--- src/rtl/hilo_muldiv_unit.sv ---
// hilo_muldiv_unit: owns the architectural HI/LO registers and runs iterative
// 32-bit shift-add multiply and restoring divide (33 cycles of Busy per op).
// MTHI/MTLO write in a single cycle.
// Optional macro HILO_MADD_EN enables MADD/MSUB: a signed multiply whose
// product is added to / subtracted from HI:LO in the FIX cycle.
//
// state | meaning
// IDLE  | waiting for Start; MTHI/MTLO complete here
// RUN   | one multiply/divide iteration per cycle, counter 0..31
// FIX   | sign correction, HI/LO write, Done pulse; accepts a new iterative op
module hilo_muldiv_unit (
  input  logic        Clk,
  input  logic        Reset,
  input  logic        Start,
  input  logic [2:0]  Op,
  input  logic [31:0] A,
  input  logic [31:0] B,
  output logic        Busy,
  output logic        Done,
  output logic [31:0] Hi,
  output logic [31:0] Lo
);

  typedef enum logic [1:0] {S_IDLE, S_RUN, S_FIX} state_t;

  localparam logic [2:0] OP_MULT  = 3'b000;
  localparam logic [2:0] OP_MULTU = 3'b001;
  localparam logic [2:0] OP_DIV   = 3'b010;
  localparam logic [2:0] OP_DIVU  = 3'b011;
  localparam logic [2:0] OP_MTHI  = 3'b100;
  localparam logic [2:0] OP_MTLO  = 3'b101;
  localparam logic [2:0] OP_MADD  = 3'b110;
  localparam logic [2:0] OP_MSUB  = 3'b111;

  state_t      state_q, state_d;
  logic [4:0]  cnt_q, cnt_d;
  // Multiply: product/multiplier shift register. Divide: {remainder, quotient}.
  logic [63:0] wk_q, wk_d;
  // Multiply: multiplicand magnitude. Divide: divisor magnitude.
  logic [31:0] opnd_q, opnd_d;
  logic [31:0] araw_q, araw_d;
  logic        is_div_q, is_div_d;
  logic        neg_res_q, neg_res_d;
  logic        neg_rem_q, neg_rem_d;
  logic [31:0] hi_q, hi_d, lo_q, lo_d;
  logic        busy_q, done_q, done_d;
`ifdef HILO_MADD_EN
  // 2'b01 accumulate (MADD), 2'b10 subtract (MSUB), 2'b00 plain result
  logic [1:0]  acc_q, acc_d;
`endif

  logic        iter_req, op_signed, op_div;
  logic [31:0] mag_a, mag_b;

  // Decode the incoming request and form operand magnitudes
  always_comb begin
    op_div    = (Op == OP_DIV) || (Op == OP_DIVU);
    op_signed = (Op == OP_MULT) || (Op == OP_DIV) || (Op == OP_MADD) || (Op == OP_MSUB);
    iter_req  = Start && (Op inside {OP_MULT, OP_MULTU, OP_DIV, OP_DIVU});
`ifdef HILO_MADD_EN
    if (Start && (Op inside {OP_MADD, OP_MSUB})) iter_req = 1'b1;
`endif
    mag_a = (op_signed && A[31]) ? -A : A;
    mag_b = (op_signed && B[31]) ? -B : B;
  end

  logic [32:0] mul_sum, div_trial;
  logic        div_ge;
  logic [63:0] wk_step;

  // One multiply or restoring-divide iteration on the working registers
  always_comb begin
    mul_sum   = {1'b0, wk_q[63:32]} + (wk_q[0] ? {1'b0, opnd_q} : 33'd0);
    div_trial = {wk_q[63:32], wk_q[31]};
    div_ge    = div_trial >= {1'b0, opnd_q};
    if (is_div_q) begin
      // After a successful subtract the remainder is below the divisor, so 32 bits hold it
      if (div_ge) wk_step = {div_trial[31:0] - opnd_q, wk_q[30:0], 1'b1};
      else        wk_step = {div_trial[31:0], wk_q[30:0], 1'b0};
    end else begin
      wk_step = {mul_sum, wk_q[31:1]};
    end
  end

  logic [63:0] prod, fix_hilo;
  logic [31:0] quo, rem;

  // Sign correction and final HI:LO value written in FIX
  always_comb begin
    prod = neg_res_q ? -wk_q : wk_q;
    quo  = neg_res_q ? -wk_q[31:0] : wk_q[31:0];
    rem  = neg_rem_q ? -wk_q[63:32] : wk_q[63:32];
    if (is_div_q) begin
      if (opnd_q == 32'd0) fix_hilo = {araw_q, 32'hFFFF_FFFF};
      else                 fix_hilo = {rem, quo};
    end else begin
      fix_hilo = prod;
`ifdef HILO_MADD_EN
      if (acc_q == 2'b01)      fix_hilo = {hi_q, lo_q} + prod;
      else if (acc_q == 2'b10) fix_hilo = {hi_q, lo_q} - prod;
`endif
    end
  end

  logic launch;

  // Next-state logic: sequencing, operand latch and HI/LO updates
  always_comb begin
    state_d   = state_q;
    cnt_d     = cnt_q;
    wk_d      = wk_q;
    opnd_d    = opnd_q;
    araw_d    = araw_q;
    is_div_d  = is_div_q;
    neg_res_d = neg_res_q;
    neg_rem_d = neg_rem_q;
    hi_d      = hi_q;
    lo_d      = lo_q;
    done_d    = 1'b0;
    launch    = 1'b0;
`ifdef HILO_MADD_EN
    acc_d     = acc_q;
`endif
    case (state_q)
      S_IDLE: begin
        if (iter_req) begin
          launch = 1'b1;
        end else if (Start && Op == OP_MTHI) begin
          hi_d   = A;
          done_d = 1'b1;
        end else if (Start && Op == OP_MTLO) begin
          lo_d   = A;
          done_d = 1'b1;
        end
      end
      S_RUN: begin
        wk_d  = wk_step;
        cnt_d = cnt_q + 5'd1;
        if (cnt_q == 5'd31) state_d = S_FIX;
      end
      S_FIX: begin
        {hi_d, lo_d} = fix_hilo;
        done_d       = 1'b1;
        state_d      = S_IDLE;
        // MTHI/MTLO here would collide with the result write, so only iterative ops start
        if (iter_req) launch = 1'b1;
      end
      default: state_d = S_IDLE;
    endcase
    if (launch) begin
      state_d   = S_RUN;
      cnt_d     = 5'd0;
      is_div_d  = op_div;
      araw_d    = A;
      wk_d      = {32'd0, op_div ? mag_a : mag_b};
      opnd_d    = op_div ? mag_b : mag_a;
      neg_res_d = op_signed && (A[31] ^ B[31]);
      neg_rem_d = op_signed && op_div && A[31];
`ifdef HILO_MADD_EN
      acc_d     = (Op == OP_MADD) ? 2'b01 : (Op == OP_MSUB) ? 2'b10 : 2'b00;
`endif
    end
  end

  // State and datapath registers; reset aborts any op in flight
  always_ff @(posedge Clk or posedge Reset) begin
    if (Reset) begin
      state_q   <= S_IDLE;
      cnt_q     <= 5'd0;
      wk_q      <= 64'd0;
      opnd_q    <= 32'd0;
      araw_q    <= 32'd0;
      is_div_q  <= 1'b0;
      neg_res_q <= 1'b0;
      neg_rem_q <= 1'b0;
      hi_q      <= 32'd0;
      lo_q      <= 32'd0;
      busy_q    <= 1'b0;
      done_q    <= 1'b0;
`ifdef HILO_MADD_EN
      acc_q     <= 2'b00;
`endif
    end else begin
      state_q   <= state_d;
      cnt_q     <= cnt_d;
      wk_q      <= wk_d;
      opnd_q    <= opnd_d;
      araw_q    <= araw_d;
      is_div_q  <= is_div_d;
      neg_res_q <= neg_res_d;
      neg_rem_q <= neg_rem_d;
      hi_q      <= hi_d;
      lo_q      <= lo_d;
      busy_q    <= (state_d != S_IDLE);
      done_q    <= done_d;
`ifdef HILO_MADD_EN
      acc_q     <= acc_d;
`endif
    end
  end

  assign Busy = busy_q;
  assign Done = done_q;
  assign Hi   = hi_q;
  assign Lo   = lo_q;

endmodule

--- config.mk ---
export PLATFORM = sky130hd
export DESIGN_NAME = hilo_muldiv_unit
export DESIGN_NICKNAME = d
export VERILOG_FILES = /design/src/rtl/hilo_muldiv_unit.sv
export SDC_FILE = /design/constraint.sdc
export NUM_CORES = 1
export LEC_CHECK = 0
export ABC_AREA = 1
export CAP_MARGIN = 20
export CELL_PAD_IN_SITES_DETAIL_PLACEMENT = 0
export CELL_PAD_IN_SITES_GLOBAL_PLACEMENT = 2
export CORE_MARGIN = 5
export CORE_UTILIZATION = 32
export DETAILED_ROUTE_END_ITERATION = 8
export PLACE_DENSITY = 0.77
export SYNTH_ARGS = -nofsm -noshare
export SYNTH_HDL_FRONTEND = slang
export SYNTH_SLANG_ARGS = --single-unit
--- constraint.sdc ---
create_clock -name Clk -period 10.4 [get_ports Clk]
set_clock_uncertainty 0.2 [all_clocks]
set_input_delay 2.08 -clock Clk [delete_from_list [all_inputs] [get_ports Clk]]
set_output_delay 2.08 -clock Clk [all_outputs]
set_load 0.005 [all_outputs]
==> summary.txt <==
CTS tree: yes
Reg2Reg Depth: 12
Min-Delay Path Class: reg -> reg
Clock Latency Late Sink: 0.59 ns
Final hold vios: 0
Relative max-transition margin: 28.65%
Kind of critical path: in -> reg
Avg Cell Area, Syn: 5.875 sq um
Num ports: 136
Total of max-cap violations: 0
Min-delay src: cnt_q[3]
Post-place setup slack: 4.818 ns
IO buf count: 135
Post-Syn Instances: 3470
CP max FO: 96
Share of synthesized flip-flops with an asynchronous set or reset: 100.0%
List of most frequent post-synthesis cells: 1214 x nand2_1, 521 x inv_1, 301 x nand3_1, 290 x nor2_1
Number of global-route vias before repair: 22741
Clk buf depth: 3
Die width: 262.4 microns
Die H: 262.4 microns
Routability Congestion: 0.9980
Sequential area share after synthesis: 25.04%
Crit start category: input port
Final Setup Violations: 0
Required @ worst endpoint: 10.73 ns
DRC errors left: 0
Mapped Nets: 3612
Share of post-route cells with drive strength above 1: 3.790%
First-pass DRT Iterations: 6
Fillers: 7113
Largest area contributor in the netlist: dfrtp_1
Remaining antenna violation count: 0
#FFs+latches synth: 204
Clock Pin Slew Worst Setup and Hold Paths: 0.06 ns
Post-cts sizing count: 0
Tot GR Track Use: 29.56%
WL/cell: 24.09 microns
Cell Area, Synth: 20380 sq um
Drt first-iter violations: 2295
RSZ-0062 raised after global routing: no
Max-slew violations: 0
DR vias/cell: 5.322
Worst Setup Slack, final: 5.403 ns
Die Area: 68850 sq um
Starting density of the core: 32.32%
Vias: 23463
Crit path launch: Op[2]
Post-synth top flop: dfrtp_1
Largest net degree at the start of global routing: 97
Worst Max-Slew Pin Slew: 1.070 ns
Routed WL: 106.2 mm
Hold path cells: 1
Setup TNS: 0 ns
R2R Path Start: opnd_q[3]
Cell with the most instances after synthesis: nand2_1
Fin nets: 3684
Congestion Overflow GR: 0
Leakage: 11.75 nW
Final period util: 48.05%
Antenna violations before repair: 1
Yosys top cell area share: 25.04%
CTS Hold Bufs: 0
First-pass GRT wire length: 154.9 mm
Crit. End Element: flip-flop
CTS Buf Count: 27
Cells taking the most area after synthesis: dfrtp_1 25%, nand2_1 22%, inv_1 9.6%
Root Buffer Master: clkbuf_16
CTS H-tree depth: 1
VDD IR-drop max: 0.2224 mV
Dpl hpwl: 86.34 mm
CTS Sinks: 204
Post-CTS Setup Bufs: 0
Yosys warns: 0
Core area: 63080 sq um
Netlist cell types: 52
Post-synth EDFFs: 0
Max Clk Rate: 200.1 MHz
CP arrival: 5.33 ns
Final min period: 4.997 ns
Area growth, synth to finish: 15.49%
FP Rows: 92
Pwr/cell area: 360.9 nW/um^2
Status: complete, no violations
==> placed cells by master (no fill, tap or decap), types with 4 or more instances in the layout <==
cell type           n
o21ai_1            13
ha_1               70
dfrtp_1           202
o221ai_1           10
buf_4              25
clkdlybuf4s50_1   135
nor2_4              7
bufinv_16           6
o211ai_1           67
nand2_1          1212
nand2_2             9
nand4_1            64
inv_2              10
clkbuf_1            4
inv_1             518
o21bai_1           10
nor2_2             21
o21a_1              4
clkbuf_16          27
nor2_1            287
o22ai_1             6
a22oi_1            25
clkinv_2            4
a21oi_1            93
clkbuf_8            5
nand3b_1            7
nor3_1             43
xor2_1             90
o21ai_0           204
nand3_1           301
a31oi_1            21
xnor2_1            18
==> cells by family after synthesis <==
logic type | share of synthesized area, %
DFF | 25.04
adders and majority gates | 4.493
xor gates and xnor gates | 4.640
buffers and inverters | 12.26
AOI/OAI and AO/OA | 13.39
and+or+nand+nor | 40.18
==> metal layers <==
metal / GRT usage [%] / share of wire (%) / up-vias
met1: 40.87 / 44 / 11286
met5: 0 / 0 / -
met4: 9.115 / 3.7 / 0
met2: 47.96 / 45 / 848
met3: 4.288 / 6.6 / 140
li1: - / - / 11189
==> worst max-delay path, cell delays in order <==
cell and delay, ns:
clkdlybuf4s50_1 0.57, nor2_4 0.05, buf_4 0.29, inv_2 0.15
buf_4 0.79, nand2_1 0.20, inv_2 0.09, buf_4 0.65
a21oi_1 0.10, o211ai_1 0.15, o21ai_0 0.13, inv_1 0.06
==> state kept, by name, indices dropped and copies added (netlist names) <==
register,flops
neg_res_q,1
Lo,32
state_q,2
is_div_q,1
neg_rem_q,1
cnt_q,5
araw_q,32
Done,1
Hi,32
opnd_q,32
wk_q,64
Busy,1
==> power breakdown <==
group	leakage, nW	total [mW]	switching, mW	internal [mW]
registers	2.42	1.68	0.532	1.15
clock network	0.485	1.08	0.419	0.663
logic	8.84	5.73	3.91	1.82
==> path summary, 6_finish.rpt <==
| path | to | slack, ns |
|---|---|---|
| worst max-delay path | wk_q[7] | 5.40 |
| worst min-delay path | cnt_q[3] | 0.27 |
| worst max register to register | Hi[8] | 6.31 |
| worst min register to register | cnt_q[3] | 0.27 |
| max in group asynchronous | neg_res_q | 6.67 |
| min in group asynchronous | Hi[30] | 1.81 |
==> metrics by stage <==
stage	std cells	util (%)	hold WS [ns]	instance area [sq um]	power [mW]
5_1_grt	4408	37.32	0.3080	23540	9.176
4_1_cts	4407	37.29	0.2729	23520	8.458
3_5_place_dp	4358	35.70	0.2633	22520	7.336
2_1_floorplan	3470	-	0.2338	20380	5.181
3_3_place_gp	4358	35.70	0.2564	22520	7.337
6_report	4409	37.32	0.2701	23540	8.496
==> area by class of cell <==
cell class                 instances  area (sq um)  area share, %
timing repair buffer             161          1559          6.622
clock inverter                    13         239.0          1.015
clock buffer                      36         759.5          3.226
sequential                       204          5107          21.69
inverter                         532          2008          8.530
antenna                            1         2.502        0.01063
tap                              846          1059          4.496
multi-input combinational       2616         12810          54.41
No activity file was read; power rests on OpenSTA's default activity.
